===== src/rtl/cpu_pkg.sv =====
// Shared definitions for the single-cycle RISC-V core front end.
package cpu_pkg;

  typedef enum logic [1:0] {
    IDLE  = 2'd0,
    FETCH = 2'd1,
    WAIT  = 2'd2,
    HOLD  = 2'd3
  } fetch_state_e;

  localparam logic [31:0] INSN_BYTES   = 32'd4;
  localparam logic [31:0] DEF_RESET_PC = 32'h0000_0000;
  localparam logic [31:0] DEF_TRAP_VEC = 32'h0000_0100;

endpackage


===== src/rtl/fetch_pc_next.sv =====
// Next-PC selection at retire: sequential, branch/jump redirect, or trap on a misaligned target.
module fetch_pc_next
  import cpu_pkg::*;
#(
  parameter logic [31:0] TRAP_VEC = DEF_TRAP_VEC
) (
  input  logic [31:0] pc_i,
  input  logic        ex_branch_i,
  input  logic        branch_taken_i,
  input  logic        ex_jump_i,
  input  logic [31:0] ex_target_i,
  output logic [31:0] tgt_o,
  output logic        misaligned_o,
  output logic [31:0] pc_next_o
);

  logic redirect;

  assign redirect = ex_jump_i | (ex_branch_i & branch_taken_i);
  // Bit 0 is dropped for every target (JALR semantics); only bit 1 can misalign.
  assign tgt_o        = ex_target_i & 32'hFFFF_FFFE;
  assign misaligned_o = redirect & tgt_o[1];

  always_comb begin
    pc_next_o = pc_i + INSN_BYTES;
    if (misaligned_o)  pc_next_o = TRAP_VEC;
    else if (redirect) pc_next_o = tgt_o;
  end

endmodule


===== src/rtl/fetch_unit.sv =====
// Instruction-fetch stage: PC register, one-at-a-time imem fetch FSM, retire bookkeeping.
module fetch_unit
  import cpu_pkg::*;
#(
  parameter logic [31:0] RESET_PC = DEF_RESET_PC,
  parameter logic [31:0] TRAP_VEC = DEF_TRAP_VEC
) (
  input  logic        clk,
  input  logic        rst_n,
  output logic        imem_req_valid,
  input  logic        imem_req_ready,
  output logic [31:0] imem_addr,
  input  logic        imem_rsp_valid,
  input  logic [31:0] imem_rsp_data,
  output logic        inst_valid,
  output logic [31:0] inst,
  output logic [31:0] inst_pc,
  input  logic        inst_ready,
  input  logic        ex_branch,
  input  logic        branch_taken,
  input  logic        ex_jump,
  input  logic [31:0] ex_target,
  output logic        trap,
  output logic [31:0] trap_tval,
  output logic [31:0] retire_count
);

  fetch_state_e state_q, state_d;
  logic [31:0]  pc_q, inst_q, inst_pc_q, tval_q, cnt_q;
  logic         trap_q;
  logic         retire, capture, misaligned;
  logic [31:0]  tgt, pc_next;

  assign retire  = (state_q == HOLD) & inst_ready;
  assign capture = (state_q == WAIT) & imem_rsp_valid;

  fetch_pc_next #(.TRAP_VEC(TRAP_VEC)) u_pc_next (
    .pc_i           (pc_q),
    .ex_branch_i    (ex_branch),
    .branch_taken_i (branch_taken),
    .ex_jump_i      (ex_jump),
    .ex_target_i    (ex_target),
    .tgt_o          (tgt),
    .misaligned_o   (misaligned),
    .pc_next_o      (pc_next)
  );

  always_comb begin
    state_d = state_q;
    case (state_q)
      IDLE:    state_d = FETCH;
      FETCH:   if (imem_req_ready) state_d = WAIT;
      WAIT:    if (imem_rsp_valid) state_d = HOLD;
      HOLD:    if (inst_ready)     state_d = FETCH;
      default: state_d = IDLE;
    endcase
  end

  always_ff @(posedge clk or negedge rst_n) begin
    if (!rst_n) begin
      state_q   <= IDLE;
      pc_q      <= RESET_PC;
      inst_q    <= '0;
      inst_pc_q <= '0;
      tval_q    <= '0;
      cnt_q     <= '0;
      trap_q    <= 1'b0;
    end else begin
      state_q <= state_d;
      trap_q  <= retire & misaligned;
      if (capture) begin
        inst_q    <= imem_rsp_data;
        inst_pc_q <= pc_q;
      end
      // PC only moves on retire, so imem_addr is stable across FETCH/WAIT.
      if (retire) begin
        pc_q  <= pc_next;
        cnt_q <= cnt_q + 32'd1;
        if (misaligned) tval_q <= tgt;
      end
    end
  end

  assign imem_req_valid = (state_q == FETCH);
  assign imem_addr      = pc_q;
  assign inst_valid     = (state_q == HOLD);
  assign inst           = inst_q;
  assign inst_pc        = inst_pc_q;
  assign trap           = trap_q;
  assign trap_tval      = tval_q;
  assign retire_count   = cnt_q;

endmodule


===== config.mk =====
export PLATFORM = sky130hd
export DESIGN_NAME = fetch_unit
export DESIGN_NICKNAME = d
export VERILOG_FILES = /design/src/rtl/cpu_pkg.sv /design/src/rtl/fetch_pc_next.sv /design/src/rtl/fetch_unit.sv
export SDC_FILE = /design/constraint.sdc
export NUM_CORES = 1
export LEC_CHECK = 0
export BUFFER_PORTS_ARGS = -buffer_cell sky130_fd_sc_hd__buf_4
export CORE_MARGIN = 2
export CORE_UTILIZATION = 52
export CTS_CLUSTER_DIAMETER = 60
export CTS_CLUSTER_SIZE = 10
export DETAILED_ROUTE_END_ITERATION = 10
export PLACE_DENSITY = 0.88
export SLEW_MARGIN = 30
export SYNTH_ARGS = -nofsm -noshare
export SYNTH_HDL_FRONTEND = slang
export SYNTH_SLANG_ARGS = --single-unit

===== constraint.sdc =====
create_clock -name clk -period 4.8 [get_ports clk]
set_input_delay 0.24 -clock clk [delete_from_list [all_inputs] [get_ports clk]]
set_output_delay 0.24 -clock clk [all_outputs]
set_load 0.02 [all_outputs]

# == Word-level counts from Yosys, hierarchy flattened ==
# Index checks and enable logic that the tools add are counted.
# classes
add_sub_neg,2
n_eq_ne,6
mux,6
bitwise_logic,6
reduce_logical,3
# op_table
operator,count
$mux W32,2
$add A32 B1 Y32 const B,1
$add A32 B3 Y32 const B,1
$pmux W2 S4,1
$mux W2,3
$and A1 B1 Y1,5
$eq A2 B2 Y1 const B,2
$ne A2 B1 Y1 const B,2
$reduce_and A3 Y1,1
$eq A2 B1 Y1 const B,1
$logic_not A2 Y1,1
$ne A2 B2 Y1 const B,1
$reduce_and A2 Y1,1
$or A1 B1 Y1,1
# word_totals
ff_bits,162
in_bits,72
output_inout_bits,163
elab_cells,30

# == Logic depth before layout (Yosys ltp) ==
# logic_depth
depth_word,4
depth_mapped,7
ltp_nobuf,6

# == Hierarchy ==
# A second synthesis with hierarchy kept.
# hier_totals
hier_cells,641
area_unflattened_um2,7782.5
# by_module_without_submodules
module,instances,cells_per_inst,area_each_um2,seq_area_each_um2
fetch_unit,1,418,6391.1,4078.9
fetch_pc_next,1,223,1391.3,0.0

# == Worst setup path after synthesis ==
# No wires, ideal clock.
# synth_timing
path_kind,reg2reg
from,register state_q[0]
to,"register cnt_q[27], in the netlist retire_count[27]"
setup_ns,0.129
arrival_ns,1.855
required_ns,4.671
setup_slack_ns,2.816
stages_incl_launch_ff,7
path_buffers,0
period_less_slack_ns,1.984
cell_sequence,dfrtp_1 ha_1 nand2_1 or3_1 nor4_2 nand4_1 xnor2_1
# synth_via
elab_chain_len,2
# synth_rtl
element,line,source
from (decl),fetch_unit.sv:28,"fetch_state_e state_q, state_d;"
from (signal assigned),fetch_unit.sv:69,state_q <= state_d;
$eq A2 B2 Y1,--,
named net inst_valid,fetch_unit.sv:15,"output logic inst_valid,"
$and A1 B1 Y1,fetch_unit.sv:34,assign retire = (state_q == HOLD) & inst_ready;
to (signal assigned),fetch_unit.sv:78,cnt_q <= cnt_q + 32'd1;
to (decl),fetch_unit.sv:29,"logic [31:0] pc_q, inst_q, inst_pc_q, tval_q, cnt_q;"
# The timed path passes the listed nets, and every way through them passes these cells.
# A chain may end at the register's enable or synchronous reset.

# == Worst setup path after layout ==
# layout_timing
from,register state_q[0]
to,"register tval_q[14], in the netlist trap_tval[14]"
# layout_via
elab_chain_len,3
# layout_rtl
element,line,source
$eq A2 B2 Y1,fetch_unit.sv:34,
$and A1 B1 Y1,fetch_unit.sv:34,
$reduce_and A2 Y1 (no line),--,
to (signal assigned),fetch_unit.sv:79,if (misaligned) tval_q <= tgt;
to (decl),fetch_unit.sv:29,
# Every way passes these cells.

==> results.txt <==
The final HPWL from detailed placement came out at 13100 µm. The number of clock buffers added by TritonCTS is 17. For the pin with the worst max-slew slack, the measured transition is 0.842 ns. After synthesis, the netlist uses 52 different library cells.

Summed over all nets, wire length on met2 after detailed routing comes to 9380 µm. The worst hold path belongs to the class input port to flip-flop. The routed design has 18600 µm of wire. The initial antenna violation count was 0.

Signal routing reaches up to met4. The remaining global-route overflow is 0, and the net count of the finished layout is 891. The congestion estimate from routability-driven global placement came to 0.891. In this run the number of H-tree levels came out at 4. The worst setup path is captured at a flip-flop. Setup violations remaining at the end of the flow were counted as 0. In this run the worst path has a maximum fanout of 41.

Clock skew on the completed layout was measured at 0.00643 ns. Cells with a size suffix above 1 make up 44.7% of the layout. Measured along the x axis, the die boundary spans 120 µm.

The clock passes through at most 2 buffers. The peak supply drop is 0.000440 V, and the antenna diode count is 0. The total met3 wirelength after detailed routing was 1350 µm. The tree is rooted in a clkbuf_16. The pin count of the biggest net entering global routing is 116, and the count of input and output buffers is 228.

The length of routed wiring on met1 was 7550 µm; the die area was 0.0143 mm². Summing every instance area after synthesis gives 0.00697 mm². The number of post-CTS setup repair buffers is 0. After routing the design area is 0.00945 mm². In the routed design, unresolved DRC markers number 0. The most used flip-flop cell after synthesis was dfrtp_1. The portion of the post-synthesis area used by sequential elements is 56.7%, and the leakage power of the design is 4.52 nW. The number of maximum-capacitance violations is 0, and the core footprint is 0.0131 mm². Y dimension of the die: 120 µm.

At the end of the flow the core is filled with cells to 71.9%. The via density per instance is 5.70. The fraction of registers with async set or reset after synthesis was 100%. The tools report the kind of launch point of the worst setup path as a flip-flop. In this run, post-CTS repair resized a total of 0 instances.

In this run the core area contains 42 standard-cell rows. Detailed routing inserted a total of 5705 vias. STA puts the critical path data required time at 5.10 ns. The Yosys step of the flow raised 0 warnings.

Number of DRC markers after the initial detailed-route iteration: 540. The global router's overall resource usage was 26.1%. Based on the critical path, the design can be clocked at up to 370 MHz. The average footprint of a synthesized cell is 11.9 µm². The pre-antenna-repair detailed-routing pass consisted of 5 iterations. The first global-routing pass estimated 29500 µm of wire. For the initial cell density of the core, the log shows 53.0%.

The average wire length per cell after detail routing is 18.5 µm, and the clock sink count is 158. After routing, the total negative slack on setup checks comes to 0 ns. The routed design could run at a clock period as short as 2.70 ns. The data arrival time at the worst-slack endpoint is 3.00 ns.

Setup repair after global routing left no endpoint under its margin. After clock tree synthesis, the clock-pin slew on the worst setup and hold paths is 0.06 ns. The flow ran to the end, and the final reports show no timing, DRC or antenna violations. TritonCTS built the clock tree. The detail route stage leaves a number of antenna-violating nets equal to 0.

The number of endpoints with negative hold slack in the final report is 0, and the post-synthesis register bit count is 158. The synthesized netlist cell count is 586. 235 I/O pins were placed. The clock insertion delay at the later pin of the skew report was 0.42 ns; the number of global-route vias before repair was 5744. After detailed placement, the total cell area comes to 0.00882 mm². The kind of critical path was flip-flop to flip-flop. The power density normalized to cell area was 666 mW/mm². Of the available clock period, the critical path in the final layout requires 56.2%. Worst-case headroom to the max-slew limit: 43.9%. Counting flops with a built-in enable in the synthesized netlist gives 0.

The final max-slew violation count is 0, and the relative area change from synthesis to final layout is 35.6%.
-- repair_timing --
action,4_1_cts,5_1_grt
hold buffers,0,1
endpoints found under the setup margin,0,0
hold endpoints to repair,0,66
-- registers in the layout, summed over array words and instances (netlist names) --
name and cells:
retire_count 32, inst_pc 30, imem_addr 30, trap 1, inst 32, trap_tval 31, state_q 2
-- metrics by stage --
stage | setup WS (ns) | std cells | hold slack (ns) | power, mW
floorplan | 2.82 | 590 | -0.0556 | 3.69
global placement | 2.28 | 969 | 0.429 | 4.80
finish | 2.10 | 1001 | 0.0444 | 6.29
detailed placement | 2.17 | 969 | 0.456 | 4.92
global route | 1.99 | 1001 | 0.0418 | 6.58
CTS | 2.14 | 1000 | 0.0182 | 6.32
-- where the power goes --
part           total, mW  internal (mW)  switching (mW)
Clock               1.39          0.855           0.532
Combinational       2.57           1.19            1.38
Sequential          2.33           1.87           0.465
Total               6.29           3.91            2.38
-- layer usage --
metal / up-vias / GRT usage (%)
li1: 2555 / -
met1: 2842 / 32.6
met2: 281 / 44.8
met3: 27 / 5.89
met4: 0 / 8.97
met5: - / 0
-- path summary, 6_finish.rpt --
check                              startpoint            end  slack [ns]  depth (start not counted)
worst max-delay path               state_q[0]  trap_tval[14]        2.10                          7
worst min-delay path            ex_target[14]  imem_addr[14]        0.04                          3
worst max register to register     state_q[0]  trap_tval[14]        2.10                          7
worst min register to register   trap_tval[1]   trap_tval[1]        0.48                          1
max in group asynchronous               rst_n  imem_addr[12]        3.24                          3
min in group asynchronous               rst_n        inst[0]        0.47                          2
-- worst max-delay path, stage by stage (launching register included) --
cell and delay [ns]:
dfrtp_1 0.42, ha_1 0.28, nand2_1 0.08, buf_4 0.39, nor2_1 0.12, nand2_1 0.48
buf_4 0.41, mux2_2 0.38
-- logic make-up after synthesis --
logic type      after synthesis  share of synthesized area, %
flops                       158                          56.7
compound gates               90                          8.28
mux                          90                          14.5
simple gates                168                          12.7
fa+ha+maj                     6                          1.08
other cells                   1                        0.0538
xor+xnor                     31                          3.90
buf+inv                      42                          2.75
-- cells in the final DEF, fill, tap and decap left out, types with 4 or more instances in the layout --
master and instances:
buf_4 233, a31oi_1 9, o21ai_0 21, conb_1 5
clkbuf_16 17, and3_1 8, dfrtp_1 158, a22oi_1 4
and4_1 5, xor2_1 8, nor3_1 9, mux2_2 89
nand3_1 24, ha_1 6, nor2_1 32, a21oi_1 26
nand4_1 18, o311ai_1 5, and2_1 5, or3_1 4
xnor2_1 23, inv_1 11, nand2_1 49
-- Yosys cell counts, drive strengths merged, types with 11 or more instances --
master | instances | area (µm²)
nand4 | 20 | 138
nand2 | 51 | 194
nor2 | 32 | 120
mux2 | 89 | 1000
buf | 14 | 86.3
nor3 | 11 | 65.1
xnor2 | 23 | 201
o21ai | 21 | 105
dfrtp | 158 | 3950
a21oi | 27 | 135
inv | 11 | 41.3
clkbuf | 17 | 63.8
nand3 | 25 | 130
-- layout make-up --
type	count	area, µm²
flip-flops and latches	158	3950
well taps	176	220
multi-input cells	390	2850
inverters	11	41.3
fillers	911	3690
clock buffers	21	470
clock inverters	10	136
repair buffers	235	1770
Note: power is estimated with default switching activity, not from simulation.
